## config.mk

```make
export PLATFORM = sky130hd
export DESIGN_NAME = seq_bit_encoder
export DESIGN_NICKNAME = d
export VERILOG_FILES = /design/src/rtl/seq_bit_encoder.sv
export SDC_FILE = /design/constraint.sdc
export NUM_CORES = 1
export LEC_CHECK = 0
export ABC_AREA = 1
export BUFFER_PORTS_ARGS = -buffer_cell sky130_fd_sc_hd__buf_2
export CAP_MARGIN = 20
export CORE_MARGIN = 2
export CORE_UTILIZATION = 55
export CTS_BUF_LIST = sky130_fd_sc_hd__clkbuf_8
export CTS_CLUSTER_SIZE = 14
export DETAILED_ROUTE_END_ITERATION = 6
export PLACE_DENSITY = 0.88
export SETUP_SLACK_MARGIN = 0.2
export SYNTH_ARGS = -nofsm -noshare
export SYNTH_HDL_FRONTEND = slang
export SYNTH_SLANG_ARGS = --single-unit
```

## constraint.sdc

```tcl
create_clock -name clk -period 1.98 [get_ports clk]
set_input_delay 0.099 -clock clk [delete_from_list [all_inputs] [get_ports clk]]
set_output_delay 0.099 -clock clk [all_outputs]
set_load 0.01 [all_outputs]
```

## src/rtl/seq_bit_encoder.sv

```systemverilog
`default_nettype none
// ============================================================================
// Module      : seq_bit_encoder
// Description : Sequential multi-hot encoder. Accepts a WIDTH-bit word and
//               emits the binary index of every set bit, one per output
//               handshake, flagging the final index of the word. An all-zero
//               word produces no beat, only a one-cycle zero_pulse.
//               Optional macro SEQ_ENC_MSB_FIRST_EN: scan highest bit first.
// Revision    : 1.0 - initial release
// ============================================================================
module seq_bit_encoder #(
    parameter int WIDTH = 8,
    parameter int IDX_W = $clog2(WIDTH)
) (
    input  logic             clk,
    input  logic             rst,
    input  logic             in_valid,
    output logic             in_ready,
    input  logic [WIDTH-1:0] in_data,
    output logic             out_valid,
    input  logic             out_ready,
    output logic [IDX_W-1:0] out_idx,
    output logic             out_last,
    output logic             zero_pulse,
    output logic             busy
);

    typedef enum logic [0:0] {
        ST_IDLE = 1'b0,
        ST_SCAN = 1'b1
    } state_t;

    state_t           r_state;
    state_t           w_state_nxt;
    logic [WIDTH-1:0] r_mask;
    logic [WIDTH-1:0] w_mask_nxt;
    logic [WIDTH-1:0] w_clr;
    logic [IDX_W-1:0] r_idx;
    logic [IDX_W-1:0] w_idx_nxt;
    logic             r_last;
    logic             w_last_nxt;
    logic             r_zero;
    logic             w_zero_nxt;

    // One-hot of the index currently presented, used to retire it from the mask
    assign w_clr = WIDTH'(1) << r_idx;

    // Next-state and next-mask selection; defaults hold the current state
    always_comb begin
        w_state_nxt = r_state;
        w_mask_nxt  = r_mask;
        w_zero_nxt  = 1'b0;
        case (r_state)
            ST_IDLE: begin
                if (in_valid) begin
                    if (in_data != '0) begin
                        w_mask_nxt  = in_data;
                        w_state_nxt = ST_SCAN;
                    end else begin
                        w_zero_nxt  = 1'b1;
                    end
                end
            end
            ST_SCAN: begin
                if (out_ready) begin
                    w_mask_nxt = r_mask & ~w_clr;
                    if (r_last) begin
                        w_mask_nxt  = '0;
                        w_state_nxt = ST_IDLE;
                    end
                end
            end
            default: begin
                w_mask_nxt  = '0;
                w_state_nxt = ST_IDLE;
            end
        endcase
    end

    // Pick the next index to present from the next mask (priority by scan order)
    always_comb begin
        w_idx_nxt = '0;
`ifdef SEQ_ENC_MSB_FIRST_EN
        for (int i = 0; i < WIDTH; i++) begin
            if (w_mask_nxt[i]) w_idx_nxt = IDX_W'(i);
        end
`else
        for (int i = WIDTH - 1; i >= 0; i--) begin
            if (w_mask_nxt[i]) w_idx_nxt = IDX_W'(i);
        end
`endif
        // Exactly one bit left means the index about to be shown is the last
        w_last_nxt = (w_mask_nxt != '0) &&
                     ((w_mask_nxt & (w_mask_nxt - WIDTH'(1))) == '0);
    end

    // State register
    always_ff @(posedge clk or posedge rst) begin
        if (rst) begin
            r_state <= ST_IDLE;
        end else begin
            r_state <= w_state_nxt;
        end
    end

    // Pending mask and registered output index/last/zero flags
    always_ff @(posedge clk or posedge rst) begin
        if (rst) begin
            r_mask <= '0;
            r_idx  <= '0;
            r_last <= 1'b0;
            r_zero <= 1'b0;
        end else begin
            r_mask <= w_mask_nxt;
            r_idx  <= w_idx_nxt;
            r_last <= w_last_nxt;
            r_zero <= w_zero_nxt;
        end
    end

    assign in_ready   = (r_state == ST_IDLE);
    assign out_valid  = (r_state == ST_SCAN);
    assign busy       = (r_state == ST_SCAN);
    assign out_idx    = r_idx;
    assign out_last   = r_last;
    assign zero_pulse = r_zero;

endmodule
`default_nettype wire

```

==> results of run 1 <==
-- power by group --
| group | internal, W | switching, W | total, W | leakage [nW] |
|---|---|---|---|---|
| Clock | 0.000176 | 0.000105 | 0.000281 | 0.0288 |
| Sequential | 0.000404 | 0.000116 | 0.000520 | 0.177 |
| Combinational | 0.000346 | 0.000608 | 0.000954 | 0.444 |
| Total | 0.000926 | 0.000829 | 0.00175 | 0.650 |
-- what timing repair did --
| item | in CTS | in global routing |
|---|---|---|
| buffers inserted | 0 | 0 |
| endpoints found under the setup margin | 0 | 2 |
| hold endpoints to repair | 14 | 0 |
| hold buffers | 1 | 0 |
| resized for setup | 0 | 3 |
-- area by class of cell --
class | instances | area [um^2]
fill | 142 | 564
inverter | 19 | 71.3
timing repair buffer | 20 | 105
tap | 17 | 21.3
sequential | 14 | 352
clock buffer | 4 | 55.1
multi-input combinational | 106 | 520
-- registers in the layout, summed over array words and instances (netlist names) --
name	cells
r_mask	8
busy	1
out_last	1
out_idx	3
zero_pulse	1
-- layer usage --
metal,part of all wire (%),routed length (um),vias up,track usage (%)
li1,-,-,484,-
met1,42,984,451,28.9
met2,51,1200,37,42.5
met3,5.8,138,5,5.16
met4,1.6,38,0,10.3
met5,0,0,-,0
-- through the flow --
| step | cells | utilization (%) | setup WS, ns | hold WS [ns] | instance area (um^2) |
|---|---|---|---|---|---|
| 6_report | 180 | 66.6 | 0.325 | 0.160 | 1120 |
| 5_1_grt | 180 | 66.6 | 0.204 | 0.163 | 1120 |
| 4_1_cts | 180 | 66.1 | 0.224 | 0.146 | 1120 |
| 3_5_place_dp | 175 | 62.2 | 0.234 | 0.165 | 1050 |
| 3_3_place_gp | 175 | 62.2 | 0.335 | 0.143 | 1050 |
| 2_1_floorplan | 142 | - | 0.385 | -0.0118 | 958 |
-- cells in the mapped netlist --
| library cell | n |
|---|---|
| nand2_1 | 44 |
| inv_1 | 17 |
| nor2_1 | 15 |
| dfrtp_1 | 14 |
| nand2_2 | 10 |
| nand3_1 | 9 |
| o21ai_0 | 5 |
| a21oi_1 | 4 |
| a21boi_1 | 3 |
| nor2_2 | 3 |
| nor3_1 | 3 |
| inv_2 | 2 |
| nand2_4 | 2 |
| buf_2 | 1 |
| buf_4 | 1 |
| buf_6 | 1 |
| nand3_2 | 1 |
| nand4_1 | 1 |
| nor3_2 | 1 |
| nor4_1 | 1 |
| o211ai_1 | 1 |
| o21ai_1 | 1 |
| o21ai_2 | 1 |
| or2_2 | 1 |
-- placed cells by master, fill, tap and decap left out, types with 2 or more instances in the layout --
cell / n
buf_2: 19
nor2_2: 3
o21ai_1: 2
inv_1: 17
inv_2: 2
nor2_1: 15
clkbuf_8: 4
nor3_1: 3
o21ai_0: 4
dfrtp_1: 13
nand2_1: 44
a21boi_1: 3
nand3_1: 9
a21oi_1: 4
nand2_4: 2
nand2_2: 10
-- worst paths after layout --
kind | from | end | slack (ns) | cells after the start
min in group asynchronous | rst | r_mask[5]$_DFF_PP0_ | 0.46 | 3
max in group asynchronous | rst | busy$_DFF_PP0_ | 1.12 | 3
max | busy$_DFF_PP0_ | out_last$_DFF_PP0_ | 0.33 | 10
min reg2reg | r_mask[5]$_DFF_PP0_ | r_mask[5]$_DFF_PP0_ | 0.59 | 2
max reg2reg | busy$_DFF_PP0_ | out_last$_DFF_PP0_ | 0.33 | 10
min | in_valid | zero_pulse$_DFF_PP0_ | 0.16 | 3
-- worst register-to-register path, delay by kind of cell (launching register included) --
family | cells | cell delay, ns
compound gates | 2 | 0.26
flops | 1 | 0.49
simple gates | 8 | 0.80
-- logic make-up (layout without fill, tap and decap cells) --
logic type | Yosys count | after routing
AOI/OAI and AO/OA | 15 | 15
buffers and inverters | 22 | 43
DFF | 14 | 14
and+or+nand+nor | 91 | 91
==> flow_metrics.py, run 1 <==
metrics = {
    "status": {
        "status": "complete, no violations",
    },
    "yosys": {
        "synth_xor_area_share_pct": 0,
        "synth_warnings": 0,
        "yosys.area_share.simple_pct": 44.3,
        "synthMuxAreaShare_pct": 0,
        "synth.distinct_cells": 24,
        "synth_top_family_by_area": "simple AND/OR/NAND/NOR gates",
        "syn-instance-count": 142,
        "synth_area_um2": 958,
        "ys_top_cells_by_area": "dfrtp_1, nand2_1, inv_1",
        "synth.top_cell.area_share_pct": 36.6,
        "ys_seq_area_share_pct": 36.6,
        "synth_seq_cells": 14,
        "syn_nets": 154,
        "synth_compound_area_share_pct": 9.27,
        "synth_top_cell_by_area": "dfrtp_1",
        "syn_avg_cell_area_um2": 6.75,
        "yosys.area_share.adder_pct": 0,
    },
    "floorplanning": {
        "ioPinCount": 20,
        "initial_core_util_pct": 56.7,
        "dieArea_um2": 2090,
        "num_rows": 15,
        "die_h_um": 45.7,
        "core_um2": 1690,
        "die_x_um": 45.7,
    },
    "sta": {
        "skew_ns": 0.00140,
        "final_max_slew_viol_count": 0,
        "max_freq_mhz": 604,
        "setup_viol": 0,
        "tns_ns": 0,
        "hold_viol_final": 0,
        "grt_setup_unrepaired": "false",
        "fin_crit_sh_pct": 83.6,
        "slew_headroom_pct": 62.6,
        "worst_pin_slew_ns": 0.560,
        "period_needed_ns": 1.65,
    },
    "clock_tree": {
        "insertion_delay_ns": 0.25,
        "root_buffer": "clkbuf_8",
        "htree_levels": 1,
        "clkTransAtPathRegs_ns": 0.06,
        "cts_buffers": 3,
        "cts_tree": "yes",
        "clockBufferDepth": 2,
        "clkSinkCount": 14,
    },
    "min_path": {
        "hold_class": "input pin to flip-flop",
    },
    "global_route": {
        "grt_pass1_wl_mm": 3.58,
        "grt_use_total_pct": 24.5,
        "antenna_found_initial": 0,
        "grt_max_degree": 15,
        "grt_pass1_vias": 880,
        "gr-total-overflow": 0,
    },
    "critical_path": {
        "crit_slowest_cell": "dfrtp_2",
        "crit_chain": "nor2_2 -> o21ai_4 -> nand2_1 -> nand2_1 -> o21ai_1 -> nand2_1 -> nor2_1 -> nand2_1 -> nand2_1 -> nor3_2",
        "cp-end-kind": "flip-flop",
        "worst_path_most_repeated_cell": "nand2_1",
        "arrival_ns": 1.79,
        "critical_path.top_delay_family": "simple AND/OR/NAND/NOR gates",
        "crit_type": "flip-flop to flip-flop",
        "critPathRequiredTime_ns": 2.11,
        "cp_num_buf_inv": 0,
        "worst_path_largest_cell_delay_ns": 0.49,
        "cp_max_fo": 12,
        "crit_path_start_kind": "flip-flop",
    },
    "route": {
        "route.detailed.drc": 0,
        "vias": 977,
        "drtAntennaViolNets": 0,
        "wl_per_cell_um": 13.1,
        "routed_wl_mm": 2.36,
        "vias_per_cell": 5.43,
        "first_pass_iters": 4,
        "drt_iter0_drc": 44,
    },
    "final_layout": {
        "num_antenna_cells": 0,
        "drive_above_1_share_pct": 27.6,
        "area_growth_pct": 17.4,
        "fin_nets": 176,
    },
    "flow_run": {
        "maxCapViolations": 0,
    },
    "placed_design": {
        "io_buffers": 19,
        "dpl.hpwl_mm": 1.70,
        "place.gp.congestion": 0.879,
    },
    "power": {
        "power_density_nw_per_um2": 1560,
        "power_w": 0.00175,
        "ir_worst_vdd_uv": 741,
        "p_leak_nw": 0.650,
    },
}
Power figures use the tool's default switching activity.
==> run 2, diff against run 1 <==
clock period = 1.6 ns   (was 1.98 ns; I/O delays follow)
==> flow_metrics.py, run 2 (same netlist as run 1, synthesis figures left out) <==
metrics = {
    "status": {
        "status": "finished with violations",
        "violations": "DRC, setup timing",
    },
    "floorplanning": {
        "num_rows": 15,
        "ioPinCount": 20,
        "initial_core_util_pct": 56.7,
        "die_h_um": 45.7,
        "dieArea_um2": 2090,
        "die_x_um": 45.7,
        "core_um2": 1690,
    },
    "power": {
        "ir_worst_vdd_uv": 1570,
        "p_leak_nw": 0.788,
        "power_density_nw_per_um2": 2180,
    },
    "clock_tree": {
        "insertion_delay_ns": 0.25,
        "clkTransAtPathRegs_ns": 0.06,
        "root_buffer": "clkbuf_8",
        "htree_levels": 1,
        "clockBufferDepth": 2,
        "clkSinkCount": 14,
        "cts_tree": "yes",
        "cts_buffers": 3,
    },
    "critical_path": {
        "arrival_ns": 1.96,
        "worst_path_largest_cell_delay_ns": 0.44,
        "worst_path_most_repeated_cell": "nand2_1",
        "crit_chain": "buf_4 -> nor3_1 -> o21ai_1 -> nand3_2 -> nand2_1 -> nor2_2 -> nand2_1 -> nand2_1 -> nor3_2",
        "r2r_slack_ns": -0.22,
        "critical_path.top_delay_family": "simple AND/OR/NAND/NOR gates",
        "rr_endpoint": "out_last$_DFF_PP0_",
        "crit_slowest_cell": "dfrtp_1",
        "critPathRequiredTime_ns": 1.74,
        "cp_num_buf_inv": 1,
        "cp-end-kind": "flip-flop",
        "crit_type": "flip-flop to flip-flop",
        "r2r_cells": 9,
        "cp_max_fo": 6,
        "crit_path_start_kind": "flip-flop",
        "timing.rr.start": "out_idx[0]$_DFF_PP0_",
    },
    "sta": {
        "skew_ns": 0.00278,
        "grt_setup_unrepaired": "true",
        "hold_viol_final": 0,
        "final_max_slew_viol_count": 0,
        "slew_headroom_pct": 63.2,
        "max_freq_mhz": 551,
        "worst_pin_slew_ns": 0.552,
        "fin_crit_sh_pct": 113,
        "worst_slack_ns": -0.216,
        "tns_ns": -0.454,
        "setup_viol": 4,
        "period_needed_ns": 1.82,
    },
    "route": {
        "wl_per_cell_um": 24.2,
        "drt_iter0_drc": 103,
        "vias": 1410,
        "route.detailed.drc": 51,
        "vias_per_cell": 7.05,
        "routed_wl_mm": 4.84,
        "first_pass_iters": 7,
        "drtAntennaViolNets": 0,
    },
    "final_layout": {
        "num_antenna_cells": 0,
        "largest_reg_flops": 8,
        "layout_common_cells": "nand2_1, nand2_2, buf_2",
        "drive_above_1_share_pct": 56.8,
        "fin_nets": 196,
        "top_register": "r_mask",
        "final_util_pct": 87.0,
        "area_growth_pct": 53.4,
        "final_common_cell": "nand2_1",
    },
    "global_route": {
        "grt_pass1_vias": 1269,
        "use_met3_pct": 31.3,
        "grt_use_total_pct": 45.2,
        "grt_max_degree": 15,
        "gr-total-overflow": 0,
        "grtUsageMet2_pct": 64.5,
        "top_usage_layer": "met2",
        "antenna_found_initial": 0,
        "grtUsageMet1_pct": 43.4,
        "grt_pass1_wl_mm": 6.22,
    },
    "min_path": {
        "hp-start": "in_valid",
        "hold_end": "zero_pulse$_DFF_PP0_",
        "hold_depth": 3,
        "hold_class": "input pin to flip-flop",
    },
    "flow_run": {
        "maxCapViolations": 0,
    },
    "placed_design": {
        "io_buffers": 19,
        "place.gp.congestion": 0.874,
        "dpl.hpwl_mm": 1.75,
    },
}
run 2: changes by cell type in the layout (fill, tap and decap cells not counted), moves of 4 or more:
cell / previous run / this run
buf_4: 0 / 15
nand2_1: 44 / 28
nand2_4: 2 / 6
nand2_2: 10 / 22
nor2_1: 15 / 7
nor2_4: 0 / 8
run 2: worst max-delay path by stage:
stage,from,endpoint,slack (ns),cells past startpoint
floorplan,busy$_DFF_PP0_,out_last$_DFF_PP0_,0.10,12
global placement,in_data[1],out_last$_DFF_PP0_,-0.05,11
detailed placement,in_data[1],out_idx[0]$_DFF_PP0_,-0.11,12
CTS,busy$_DFF_PP0_,out_last$_DFF_PP0_,0.13,9
global route,out_idx[0]$_DFF_PP0_,out_last$_DFF_PP0_,-0.28,9
finish,out_idx[0]$_DFF_PP0_,out_last$_DFF_PP0_,-0.22,9
run 2: power by group:
| group | switching, W | internal [W] | total [W] |
|---|---|---|---|
| registers | 0.000160 | 0.000503 | 0.000662 |
| logic | 0.00134 | 0.000848 | 0.00218 |
| clock network | 0.000135 | 0.000218 | 0.000353 |
run 2: layer usage:
| metal | share of wire (%) | up-vias |
|---|---|---|
| li1 | - | 527 |
| met5 | 0 | - |
| met1 | 32 | 614 |
| met2 | 41 | 186 |
| met3 | 15 | 83 |
| met4 | 12 | 0 |
run 2: tightest hold or removal path, delay by kind of cell:
family | cells | cell delay, ns
buffers and inverters | 2 | 0.27
AND/OR/NAND/NOR | 1 | 0.06
run 2: final cells by class:
cell class	count	area (um^2)
tap	17	21.3
sequential	14	353
timing repair buffer	39	256
fill	69	219
clock buffer	4	55.1
inverter	19	71.3
multi-input combinational	107	713
run 2: timing repair:
action | in CTS | in global routing
endpoints found under the hold margin | 14 | 0
pin swaps | 19 | 19
setup buffers | 13 | 3
resized for setup | 29 | 28
setup endpoints to repair | 4 | 6
hold buffers | 1 | 0
gates cloned | 1 | 0
run 2: through the flow:
step           power (W)  hold slack, ns  setup WS (ns)  std cells  cell area, um^2
3_3_place_gp     0.00181           0.140        -0.0488        178             1090
4_1_cts          0.00262           0.164          0.126        197             1340
2_1_floorplan    0.00158         -0.0308          0.103        142              980
3_5_place_dp     0.00186           0.159         -0.109        178             1090
6_report         0.00320           0.202         -0.216        200             1470
5_1_grt          0.00335           0.198         -0.283        200             1470
==> run 3, diff against run 2 <==
ABC_AREA = unset   (was 1)
==> flow_metrics.py, run 3 <==
metrics = {
    "floorplanning": {
        "die_h_um": 46.2,
        "core_um2": 1690,
        "num_rows": 15,
        "dieArea_um2": 2130,
        "die_x_um": 46.2,
        "initial_core_util_pct": 57.9,
        "ioPinCount": 20,
    },
    "sta": {
        "max_freq_mhz": 492,
        "worst_slack_ns": -0.432,
        "setup_viol": 4,
        "grt_setup_unrepaired": "true",
        "period_needed_ns": 2.03,
        "fin_crit_sh_pct": 127,
        "slew_headroom_pct": 61.6,
        "whs_ns": 0.175,
        "worst_pin_slew_ns": 0.575,
        "hold_viol_final": 0,
        "skew_ns": 0.00222,
        "final_max_slew_viol_count": 0,
    },
    "power": {
        "power_w": 0.00293,
        "power_density_nw_per_um2": 1950,
        "ir_worst_vdd_uv": 1290,
        "p_leak_nw": 0.671,
    },
    "yosys": {
        "synth_most_common_cell": "dfrtp_1",
        "syn-instance-count": 96,
        "ys.flop_type": "dfrtp_1",
        "synth_edf_count": 0,
        "synth_warnings": 0,
        "synth.distinct_cells": 32,
        "synth_seq_cells": 14,
        "ys_seq_area_share_pct": 35.9,
        "synth_area_um2": 977,
        "ys_top_cells_by_area": "dfrtp_1, nor4_4, a311oi_4",
        "syn_nets": 108,
        "synth.top_cell.area_share_pct": 35.9,
        "syn_avg_cell_area_um2": 10.2,
        "synth_top_cell_by_area": "dfrtp_1",
        "synthArstFlopShare_pct": 100,
        "synthTopCellsByCount": "dfrtp_1, nor2_1, nand2_1, nand3_1, inv_1",
    },
    "route": {
        "wl_per_cell_um": 24.0,
        "vias_per_cell": 6.89,
        "vias": 1164,
        "drtAntennaViolNets": 0,
        "route.detailed.drc": 0,
        "routed_wl_mm": 4.05,
        "drt_iter0_drc": 114,
        "first_pass_iters": 4,
    },
    "critical_path": {
        "worst_path_largest_cell_delay_ns": 0.43,
        "r2r_cells": 7,
        "crit_path_start_kind": "flip-flop",
        "timing.rr.start": "busy$_DFF_PP0_",
        "cp-end-kind": "flip-flop",
        "critical_path.top_delay_family": "simple AND/OR/NAND/NOR gates",
        "crit_type": "flip-flop to flip-flop",
        "cp_max_fo": 8,
        "critPathRequiredTime_ns": 1.77,
        "r2r_slack_ns": -0.43,
        "crit_slowest_cell": "dfrtp_2",
        "arrival_ns": 2.20,
        "crit_chain": "nand2b_4 -> a221oi_4 -> a311oi_4 -> nor4_4 -> xnor2_1 -> nand3b_1 -> a31oi_1",
        "crit_start": "busy$_DFF_PP0_",
        "cp_num_buf_inv": 0,
        "rr_endpoint": "out_last$_DFF_PP0_",
    },
    "final_layout": {
        "layout_common_cells": "buf_4, buf_2, dfrtp_1",
        "final_common_cell": "buf_4",
        "fin_nets": 165,
        "instances_no_fill": 169,
        "drive_above_1_share_pct": 55.9,
        "largest_reg_flops": 8,
        "num_antenna_cells": 0,
        "fillers": 71,
        "area_growth_pct": 53.6,
        "top_register": "r_mask",
        "final_area_um2": 1500,
    },
    "clock_tree": {
        "clkSinkCount": 14,
        "cts_tree": "yes",
        "root_buffer": "clkbuf_8",
        "clockBufferDepth": 2,
        "cts_buffers": 3,
        "clkTransAtPathRegs_ns": 0.06,
        "insertion_delay_ns": 0.26,
        "htree_levels": 1,
    },
    "global_route": {
        "grt_max_degree": 15,
        "grt_pass1_wl_mm": 5.91,
        "grt_use_total_pct": 42.3,
        "grt_pass1_vias": 1112,
        "gr-total-overflow": 0,
        "antenna_found_initial": 0,
    },
    "placed_design": {
        "post-place-ws_ns": -0.299,
        "dp_cells": 162,
        "place.gp.congestion": 0.916,
        "io_buffers": 19,
        "dpl.hpwl_mm": 2.45,
        "place_area_um2": 1350,
    },
    "min_path": {
        "hold_end": "busy$_DFF_PP0_",
        "hold_depth": 3,
        "hold_class": "input pin to flip-flop",
        "hp-start": "out_ready",
    },
    "flow_run": {
        "maxCapViolations": 0,
    },
    "status": {
        "status": "finished with violations",
        "violations": "setup timing",
    },
}
-- run 3: worst min-delay path, delay by kind of cell --
kind	cells	cell delay, ns
buffers and inverters	1	0.12
AOI/OAI and AO/OA	1	0.12
and+or+nand+nor	1	0.07
-- run 3: through the flow --
stage | TNS (ns) | utilization [%]
global placement | -0.605 | 80.0
finish | -1.13 | 88.9
CTS | -0.828 | 87.1
global route | -1.43 | 88.9
detailed placement | -1.09 | 80.0
floorplan | -0.320 | -
-- run 3: cell families after synthesis --
kind of cell	after synthesis	share of synthesized area, %
fa+ha+maj	1	1.02
compound gates	27	28.2
xor+xnor	1	0.896
flops	14	35.9
simple gates	40	25.4
buf+inv	9	4.61
mux	4	4.10
-- run 3: metal layers --
layer	global-route usage (%)	vias up	share of wire, %
li1	-	471	-
met1	49.3	554	35
met2	67.2	101	48
met3	12.9	38	11
met4	26.3	0	7.0
met5	0	-	0
-- run 3: timing repair --
item,CTS,global route
buffers inserted,2,0
hold buffers,1,0
setup endpoints to repair,7,9
endpoints found under the hold margin,14,0
pin swaps,7,3
resized for setup,11,5
-- run 3: cell type report --
type                            count  area [um^2]  share of cell area [%]
Timing Repair Buffer               55          372                    24.7
Clock buffer                        3         41.3                    2.75
Inverter                            6         22.5                    1.50
Sequential cell                    14          352                    23.4
Tap cell                           17         21.3                    1.42
Multi-Input combinational cell     73          689                    45.9
Clock inverter                      1         3.75                   0.250
-- run 3: worst max-delay path by stage --
stage,end,slack [ns],depth (start not counted)
2_1_floorplan,out_last$_DFF_PP0_,-0.26,8
3_5_place_dp,out_idx[2]$_DFF_PP0_,-0.30,5
3_3_place_gp,out_last$_DFF_PP0_,-0.18,7
4_1_cts,out_last$_DFF_PP0_,-0.30,7
5_1_grt,out_last$_DFF_PP0_,-0.52,7
6_report,out_last$_DFF_PP0_,-0.43,7
-- run 3: where the power goes --
part | switching (W) | internal [W] | total, W
Sequential | 0.000124 | 0.000504 | 0.000628
Combinational | 0.00106 | 0.000921 | 0.00198
Clock | 0.000143 | 0.000171 | 0.000314
